$ cat src/rtl/inst_seq_pkg.sv
`default_nettype none
// +--------------------------------------------------------------------------+
// | Module : inst_seq_pkg                                                    |
// | Shared constants, FSM state type and the instruction legality function.  |
// | Rev    : 1.0                                                             |
// +--------------------------------------------------------------------------+
package inst_seq_pkg;

  localparam logic [31:0] NOP_INST   = 32'h0000007F;

  localparam logic [6:0]  OPC_OP     = 7'h33;
  localparam logic [6:0]  OPC_OP_IMM = 7'h13;
  localparam logic [6:0]  OPC_LOAD   = 7'h03;
  localparam logic [6:0]  OPC_STORE  = 7'h23;
  localparam logic [6:0]  OPC_NOP    = 7'h7F;

  localparam logic [2:0]  F3_ADD     = 3'b000;
  localparam logic [2:0]  F3_SLL     = 3'b001;
  localparam logic [2:0]  F3_WORD    = 3'b010;
  localparam logic [2:0]  F3_SR      = 3'b101;

  localparam logic [6:0]  F7_BASE    = 7'h00;
  localparam logic [6:0]  F7_ALT     = 7'h20;
  localparam logic [6:0]  F7_MULDIV  = 7'h01;

  typedef enum logic [1:0] {
    IDLE  = 2'd0,
    RUN   = 2'd1,
    DRAIN = 2'd2,
    DONE  = 2'd3
  } state_e;

  // Supported subset: R-type ALU + MUL family, I-type ALU/shifts, LW/SW off x0
  // within the low 1 KiB, and the NOP opcode; only x0..x15 are usable.
  function automatic logic inst_is_legal(input logic [31:0] inst);
    logic [6:0] opc;
    logic [4:0] rd;
    logic [4:0] rs1;
    logic [4:0] rs2;
    logic [2:0] f3;
    logic [6:0] f7;
    logic       ok;
    opc = inst[6:0];
    rd  = inst[11:7];
    f3  = inst[14:12];
    rs1 = inst[19:15];
    rs2 = inst[24:20];
    f7  = inst[31:25];
    ok  = 1'b0;
    case (opc)
      OPC_OP:
        ok = !rd[4] && !rs1[4] && !rs2[4] &&
             ((f7 == F7_BASE) ||
              ((f7 == F7_ALT) && ((f3 == F3_ADD) || (f3 == F3_SR))) ||
              ((f7 == F7_MULDIV) && !f3[2]));
      OPC_OP_IMM:
        ok = !rd[4] && !rs1[4] &&
             ((f3 == F3_SLL) ? (f7 == F7_BASE) :
              (f3 == F3_SR)  ? ((f7 == F7_BASE) || (f7 == F7_ALT)) : 1'b1);
      OPC_LOAD:
        ok = !rd[4] && (f3 == F3_WORD) && (rs1 == 5'd0) && (inst[31:30] == 2'b00);
      OPC_STORE:
        ok = !rs2[4] && (f3 == F3_WORD) && (rs1 == 5'd0) && (inst[31:30] == 2'b00);
      OPC_NOP:
        ok = 1'b1;
      default:
        ok = 1'b0;
    endcase
    return ok;
  endfunction

endpackage
`default_nettype wire

$ cat src/rtl/inst_sequencer_if.sv
`default_nettype none
// +--------------------------------------------------------------------------+
// | Module : inst_sequencer_if                                               |
// | Source handshake and core fetch signals of the instruction sequencer.    |
// | Rev    : 1.0                                                             |
// +--------------------------------------------------------------------------+
interface inst_sequencer_if;
  logic        src_valid;
  logic [31:0] src_inst;
  logic        src_ready;
  logic        fetch_stall;
  logic        out_valid;
  logic [31:0] out_inst;

  modport master (
    output src_valid, src_inst, fetch_stall,
    input  src_ready, out_valid, out_inst
  );

  modport slave (
    input  src_valid, src_inst, fetch_stall,
    output src_ready, out_valid, out_inst
  );
endinterface
`default_nettype wire

$ cat src/rtl/inst_seq_fifo.sv
`default_nettype none
// +--------------------------------------------------------------------------+
// | Module : inst_seq_fifo                                                   |
// | DEPTH-entry synchronous FIFO with wrap-bit pointers and async reset.     |
// | Rev    : 1.0                                                             |
// +--------------------------------------------------------------------------+
module inst_seq_fifo #(
  parameter  int DEPTH = 4,
  parameter  int WIDTH = 32,
  localparam int AW    = $clog2(DEPTH)
) (
  input  logic             clk,
  input  logic             reset,
  input  logic             push,
  input  logic             pop,
  input  logic [WIDTH-1:0] wdata,
  output logic [WIDTH-1:0] rdata,
  output logic             full,
  output logic             empty,
  output logic [AW:0]      count
);
  logic [AW:0]      wr_ptr_q, wr_ptr_d;
  logic [AW:0]      rd_ptr_q, rd_ptr_d;
  logic [WIDTH-1:0] mem_q [DEPTH];

  always_comb begin
    full  = (wr_ptr_q[AW] != rd_ptr_q[AW]) && (wr_ptr_q[AW-1:0] == rd_ptr_q[AW-1:0]);
    empty = (wr_ptr_q == rd_ptr_q);
    count = wr_ptr_q - rd_ptr_q;
    rdata = mem_q[rd_ptr_q[AW-1:0]];
    wr_ptr_d = wr_ptr_q;
    rd_ptr_d = rd_ptr_q;
    if (push && !full) wr_ptr_d = wr_ptr_q + 1'b1;
    if (pop && !empty) rd_ptr_d = rd_ptr_q + 1'b1;
  end

  always_ff @(posedge clk or posedge reset) begin
    if (reset) begin
      wr_ptr_q <= '0;
      rd_ptr_q <= '0;
    end else begin
      wr_ptr_q <= wr_ptr_d;
      rd_ptr_q <= rd_ptr_d;
    end
  end

  // Storage needs no reset: contents are only observed while non-empty.
  always_ff @(posedge clk) begin
    if (push && !full) mem_q[wr_ptr_q[AW-1:0]] <= wdata;
  end
endmodule
`default_nettype wire

$ cat src/rtl/inst_sequencer.sv
`default_nettype none
// +--------------------------------------------------------------------------+
// | Module : inst_sequencer                                                  |
// | Bounded instruction feeder for the ridecore fetch port: buffers source   |
// | instructions, issues them under stall, then drains with NOPs.            |
// | Option : INST_LEGALITY_CHECK_EN swaps unsupported instructions for NOP.  |
// | Rev    : 1.0                                                             |
// +--------------------------------------------------------------------------+
module inst_sequencer
  import inst_seq_pkg::*;
#(
  parameter  int DEPTH        = 4,
  parameter  int MAX_INSTS    = 8,
  parameter  int DRAIN_CYCLES = 16,
  localparam int CW           = $clog2(MAX_INSTS + 1)
) (
  input  logic            clk,
  input  logic            reset,
  input  logic            start,
  inst_sequencer_if.slave bus,
  output logic [CW-1:0]   issued_cnt,
  output logic            busy,
  output logic            done
`ifdef INST_LEGALITY_CHECK_EN
  ,
  output logic            illegal_seen
`endif
);
  localparam int            AW         = $clog2(DEPTH);
  localparam int            DW         = $clog2(DRAIN_CYCLES + 1);
  localparam logic [CW-1:0] MAX_C      = CW'(MAX_INSTS);
  localparam logic [DW-1:0] DRAIN_C    = DW'(DRAIN_CYCLES);
  localparam logic [DW-1:0] DRAIN_LAST = DW'(DRAIN_CYCLES - 1);
  localparam logic [AW:0]   ONE_ENTRY  = (AW + 1)'(1);

  state_e        state_q, state_d;
  logic [CW-1:0] accepted_q, accepted_d;
  logic [CW-1:0] issued_q, issued_d;
  logic [DW-1:0] drain_q, drain_d;
`ifdef INST_LEGALITY_CHECK_EN
  logic          illegal_q, illegal_d;
`endif

  logic          in_run, src_ready, head_counted;
  logic          fifo_push, fifo_pop, fifo_full, fifo_empty;
  logic [31:0]   fifo_wdata, fifo_head;
  logic [AW:0]   fifo_count;

  // src_ready depends only on registered state, never on pop or fetch_stall.
  always_comb begin
    in_run    = (state_q == RUN);
    src_ready = in_run && !fifo_full && (accepted_q != MAX_C);
    fifo_push = bus.src_valid && src_ready;
    fifo_pop  = in_run && !fifo_empty && !bus.fetch_stall;
`ifdef INST_LEGALITY_CHECK_EN
    fifo_wdata   = inst_is_legal(bus.src_inst) ? bus.src_inst : NOP_INST;
    head_counted = (fifo_head != NOP_INST);
`else
    fifo_wdata   = bus.src_inst;
    head_counted = 1'b1;
`endif
  end

  inst_seq_fifo #(
    .DEPTH (DEPTH),
    .WIDTH (32)
  ) u_fifo (
    .clk   (clk),
    .reset (reset),
    .push  (fifo_push),
    .pop   (fifo_pop),
    .wdata (fifo_wdata),
    .rdata (fifo_head),
    .full  (fifo_full),
    .empty (fifo_empty),
    .count (fifo_count)
  );

  always_comb begin
    state_d    = state_q;
    accepted_d = accepted_q;
    issued_d   = issued_q;
    drain_d    = drain_q;
`ifdef INST_LEGALITY_CHECK_EN
    illegal_d  = illegal_q;
`endif
    case (state_q)
      IDLE, DONE: begin
        if (start) begin
          state_d    = RUN;
          accepted_d = '0;
          issued_d   = '0;
          drain_d    = '0;
`ifdef INST_LEGALITY_CHECK_EN
          illegal_d  = 1'b0;
`endif
        end
      end
      RUN: begin
        if (fifo_push) accepted_d = accepted_q + 1'b1;
        if (fifo_pop && head_counted && (issued_q != MAX_C)) issued_d = issued_q + 1'b1;
`ifdef INST_LEGALITY_CHECK_EN
        if (fifo_push && !inst_is_legal(bus.src_inst)) illegal_d = 1'b1;
`endif
        // Leave once every accepted instruction has been handed to the core.
        if ((accepted_q == MAX_C) && (fifo_empty || ((fifo_count == ONE_ENTRY) && fifo_pop)))
          state_d = DRAIN;
      end
      DRAIN: begin
        if (!bus.fetch_stall) begin
          if (drain_q != DRAIN_C) drain_d = drain_q + 1'b1;
          if (drain_q >= DRAIN_LAST) state_d = DONE;
        end
      end
      default: state_d = IDLE;
    endcase
  end

  always_ff @(posedge clk or posedge reset) begin
    if (reset) begin
      state_q    <= IDLE;
      accepted_q <= '0;
      issued_q   <= '0;
      drain_q    <= '0;
`ifdef INST_LEGALITY_CHECK_EN
      illegal_q  <= 1'b0;
`endif
    end else begin
      state_q    <= state_d;
      accepted_q <= accepted_d;
      issued_q   <= issued_d;
      drain_q    <= drain_d;
`ifdef INST_LEGALITY_CHECK_EN
      illegal_q  <= illegal_d;
`endif
    end
  end

  assign busy          = (state_q == RUN) || (state_q == DRAIN);
  assign done          = (state_q == DONE);
  assign issued_cnt    = issued_q;
  assign bus.src_ready = src_ready;
  assign bus.out_valid = busy;
  assign bus.out_inst  = (in_run && !fifo_empty) ? fifo_head : NOP_INST;
`ifdef INST_LEGALITY_CHECK_EN
  assign illegal_seen  = illegal_q;
`endif
endmodule
`default_nettype wire
$ cat src/flat_wrapper.sv
// flat-port wrapper written by rule: the top's interface ports become plain ports
module inst_sequencer_flat import inst_seq_pkg::*;
#(
  parameter  int DEPTH        = 4,
  parameter  int MAX_INSTS    = 8,
  parameter  int DRAIN_CYCLES = 16,
  localparam int CW           = $clog2(MAX_INSTS + 1)
)
  (clk, reset, start, issued_cnt, busy, done, bus_src_valid, bus_src_inst, bus_fetch_stall, bus_src_ready, bus_out_valid, bus_out_inst);
  inst_sequencer_if bus_i ();
  input  logic clk;
  input  logic reset;
  input  logic start;
  output logic [CW-1:0] issued_cnt;
  output logic busy;
  output logic done;
  input wire logic [$bits(bus_i.src_valid)-1:0] bus_src_valid;
  input wire logic [$bits(bus_i.src_inst)-1:0] bus_src_inst;
  input wire logic [$bits(bus_i.fetch_stall)-1:0] bus_fetch_stall;
  output wire logic [$bits(bus_i.src_ready)-1:0] bus_src_ready;
  output wire logic [$bits(bus_i.out_valid)-1:0] bus_out_valid;
  output wire logic [$bits(bus_i.out_inst)-1:0] bus_out_inst;
  assign bus_i.src_valid = bus_src_valid;
  assign bus_i.src_inst = bus_src_inst;
  assign bus_i.fetch_stall = bus_fetch_stall;
  assign bus_src_ready = bus_i.src_ready;
  assign bus_out_valid = bus_i.out_valid;
  assign bus_out_inst = bus_i.out_inst;
  inst_sequencer #(.DEPTH(DEPTH), .MAX_INSTS(MAX_INSTS), .DRAIN_CYCLES(DRAIN_CYCLES)) u_core (.clk(clk), .reset(reset), .start(start), .bus(bus_i), .issued_cnt(issued_cnt), .busy(busy), .done(done));
endmodule
$ cat config.mk
export PLATFORM = sky130hd
export DESIGN_NAME = inst_sequencer_flat
export DESIGN_NICKNAME = d
export VERILOG_FILES = /design/src/rtl/inst_seq_pkg.sv /design/src/rtl/inst_sequencer_if.sv /design/src/rtl/inst_seq_fifo.sv /design/src/rtl/inst_sequencer.sv /design/src/flat_wrapper.sv
export SDC_FILE = /design/constraint.sdc
export NUM_CORES = 1
export LEC_CHECK = 0
export ABC_AREA = 1
export CAP_MARGIN = 15
export CORE_ASPECT_RATIO = 0.6
export CORE_MARGIN = 4
export CORE_UTILIZATION = 60
export CTS_CLUSTER_DIAMETER = 120
export CTS_CLUSTER_SIZE = 10
export DETAILED_ROUTE_END_ITERATION = 8
export PLACE_DENSITY_LB_ADDON = 0.1
export SETUP_SLACK_MARGIN = 0.2
export SYNTH_ARGS = -nofsm -noshare
export SYNTH_HDL_FRONTEND = slang
export SYNTH_HIERARCHICAL = 1
export SYNTH_SLANG_ARGS = --single-unit
$ cat constraint.sdc
create_clock -name clk -period 6.8 [get_ports clk]
set_input_delay 0.68 -clock clk [delete_from_list [all_inputs] [get_ports clk]]
set_output_delay 0.68 -clock clk [all_outputs]
set_load 0.02 [all_outputs]
==> run metrics <==
Final Max Tran Viols=0; layout cells sized above 1=0.0989; Net count, final=~700; Post-DP HPWL=~8000 µm; Starting Density=0.620; ant diodes=0; Layout Skew=0.0124 ns; CTS resizes=0; Mean Syn Cell Area=11.5 µm²; Max VDD drop=about 0.3 mV; Post-synth top cells=128 x edfxtp_1, 99 x nor2_1, 57 x nand2_1, 56 x inv_1, 44 x o21ai_0; Ports=77; Synth Area in Simple Gates=0.144; register area share after synthesis=0.663; fin crit share=0.719; Synth async-reset ratio=0.141; fin util=0.749; Total Wirelength=13700 µm; clk slew on worst S/H paths=about 0.060 ns; crit-path max FO=35; Yosys top cell area share=0.583; Final Hold Viols=0; CTS Hold Buffers Added=0; Antenna Nets Post-Route=0; clock latency at the later pin of the worst-skew pair=between 0.4 and 0.5 ns; die area=~13000 µm²; largest net degree at the start of global routing=between 60 and 70; GPL Wtd Cong=between 0.8 and 0.9; Final TNS setup=0 ns; CP Data Required Time=a little over 6 ns; Period minus WS final=between 4 and 5 ns; Post-synth EDFFs=approximately 130; Arr. time, crit path=approximately 4.2 ns; Worst slew margin=0.232; global-route wire length before repair=21900 µm; count leader, synth=edfxtp_1; H-tree levels=4; Final Total Pwr=~3600 µW; pre-CTS WS=around 2.4 ns; leakage=0.00304 µW; die height=~90 µm; Root Driver=clkbuf_16; postcts setup bufs=0; XOR/XNOR Fraction of Synth Area=0.00930; top cells by area, synth=edfxtp_1 58%, dfrtp_1 8.0%, nor2_1 5.6%; mux cell area share after synthesis=0; fillcell total=690; RSZ-0062 raised after global routing=no; cell taking the most area after synthesis=edfxtp_1; Max-Cap Viols=0; post-DR vias/cell=5.55; vias after detailed routing=roughly 4.4k; CTS tree=yes; Syn. warnings=6; fmax=~200 MHz; IO buf count=between 70 and 80; Core Area=between 10000 and 15000 µm²; vias in the first global route=around 4.2k; syn nets=approximately 630; library cells used by synthesis=35; PwrDens=around 450 nW/µm²; post-synthesis cell count=573; crit end category=output pin; grt total ovfl=0; Hold WC Path Type=in -> async; Synth Area in Compound Gates=0.0856; Least-Margin Pin Slew=between 1 and 1.5 ns; Longest Clk Path Bufs=2; FP Rows=29; Clock Sinks=~150; status=finished, final reports clean; critical path class=reg -> out; Synth Register Bits=roughly 150; initial drt markers=around 340; Startpoint Class=flop; final worst setup slack=1.91 ns; wire per inst=approximately 17 µm; Die X=between 100 and 150 µm; Setup-failing EPs final=0; Cell Area, Synth=between 6000 and 7000 µm²; CTS buffer count=17; overall global routing resource usage=0.225; largest family of logic cells by synthesized area=simple AND/OR/NAND/NOR gates; Area Growth Syn to Fin=20.8%; Synth Area in Adders=0.0353; DRT Pass-1 Iters=5; Main synth FF type=edfxtp_1; DRC Markers=0; initial antenna violation count=0
report_power, final:
| part | switching (µW) | total (µW) | internal (µW) |
|---|---|---|---|
| registers | 135 | 1250 | 1120 |
| logic | 878 | 1390 | 516 |
| clock network | 368 | 911 | 543 |
through the flow:
stage | instance area, µm² | hold WS (ns) | instances
detailed placement | 7380 | 0.522 | 764
floorplan | 6590 | 0.471 | 573
CTS | 7970 | 0.518 | 796
finish | 7970 | 0.530 | 796
global placement | 7380 | 0.511 | 764
global route | 7970 | 0.560 | 796
routing by layer:
| layer | wire, µm | GRT usage |
|---|---|---|
| met2 | 6260 | 0.353 |
| met5 | 0 | 0 |
| met3 | 889 | 0.0449 |
| met4 | 189 | 0.0821 |
| met1 | 6410 | 0.320 |
worst max-delay path, cell delays in order, from the launching register on:
cell             delay [ns]
dfrtp_1                1.08
inv_2                  0.58
ha_1                   0.45
nand2_1                0.10
clkinv_2               0.07
nand3_1                0.15
inv_1                  0.06
inv_1                  0.08
nand2_4                0.26
or2_2                  0.40
clkdlybuf4s50_1        0.54
kinds of logic after synthesis:
kind of cell	Yosys count
AOI/OAI and AO/OA	104
buffers and inverters	88
and+or+nand+nor	207
xor gates and xnor gates	7
adders and majority gates	18
DFF	149
state kept, by name (all words and copies together), names as in the netlist:
signal	count
u_core/issued_cnt	4
u_core/accepted_q	4
u_core/state_q	2
u_core/u_fifo/wr_ptr_q	3
u_core/u_fifo/mem_q	128
u_core/drain_q	5
u_core/u_fifo/rd_ptr_q	3
cell usage in the layout (no fill, tap or decap), types with 2 or more instances in the layout:
cell,n
o22ai_1,32
nand4_1,5
nand2_2,2
xor2_1,4
nand2_1,57
clkinv_2,2
dfrtp_1,20
inv_6,2
nand3_1,20
edfxtp_1,128
clkbuf_16,17
nor2_4,7
ha_1,17
o21ai_1,26
clkinv_4,6
o21ai_0,44
clkinvlp_4,2
xnor2_1,3
or2_2,8
inv_2,5
clkdlybuf4s50_1,76
nand2_4,3
nand3_2,2
nor2_1,96
inv_1,56
bufinv_16,2
final cells by class:
type | instances | area, µm² | area share
clock buffers | 18 | 429 | 0.0539
flip-flops and latches | 149 | 4370 | 0.549
multi-input cells | 336 | 1830 | 0.230
repair buffers | 77 | 768 | 0.0964
clock inverters | 14 | 154 | 0.0193
well taps | 139 | 174 | 0.0218
inverters | 63 | 240 | 0.0302
final timing paths:
path	startpoint	end	slack, ns	cells after the start
max reg2reg	u_core/u_fifo/rd_ptr_q[1]$_DFFE_PP0P_	u_core/u_fifo/mem_q[0][25]$_DFFE_PP_	2.40	11
min in group clk	u_core/state_q[1]$_DFFE_PP0P_	u_core/state_q[1]$_DFFE_PP0P_	0.54	2
min reg2reg	u_core/state_q[1]$_DFFE_PP0P_	u_core/state_q[1]$_DFFE_PP0P_	0.54	2
max	u_core/u_fifo/rd_ptr_q[1]$_DFFE_PP0P_	bus_out_inst[5]	1.91	10
max in group asynchronous	reset	u_core/state_q[0]$_DFFE_PP0P_	5.70	2
min	reset	u_core/u_fifo/wr_ptr_q[1]$_DFFE_PP0P_	0.53	2
Power figures use the tool's default switching activity.
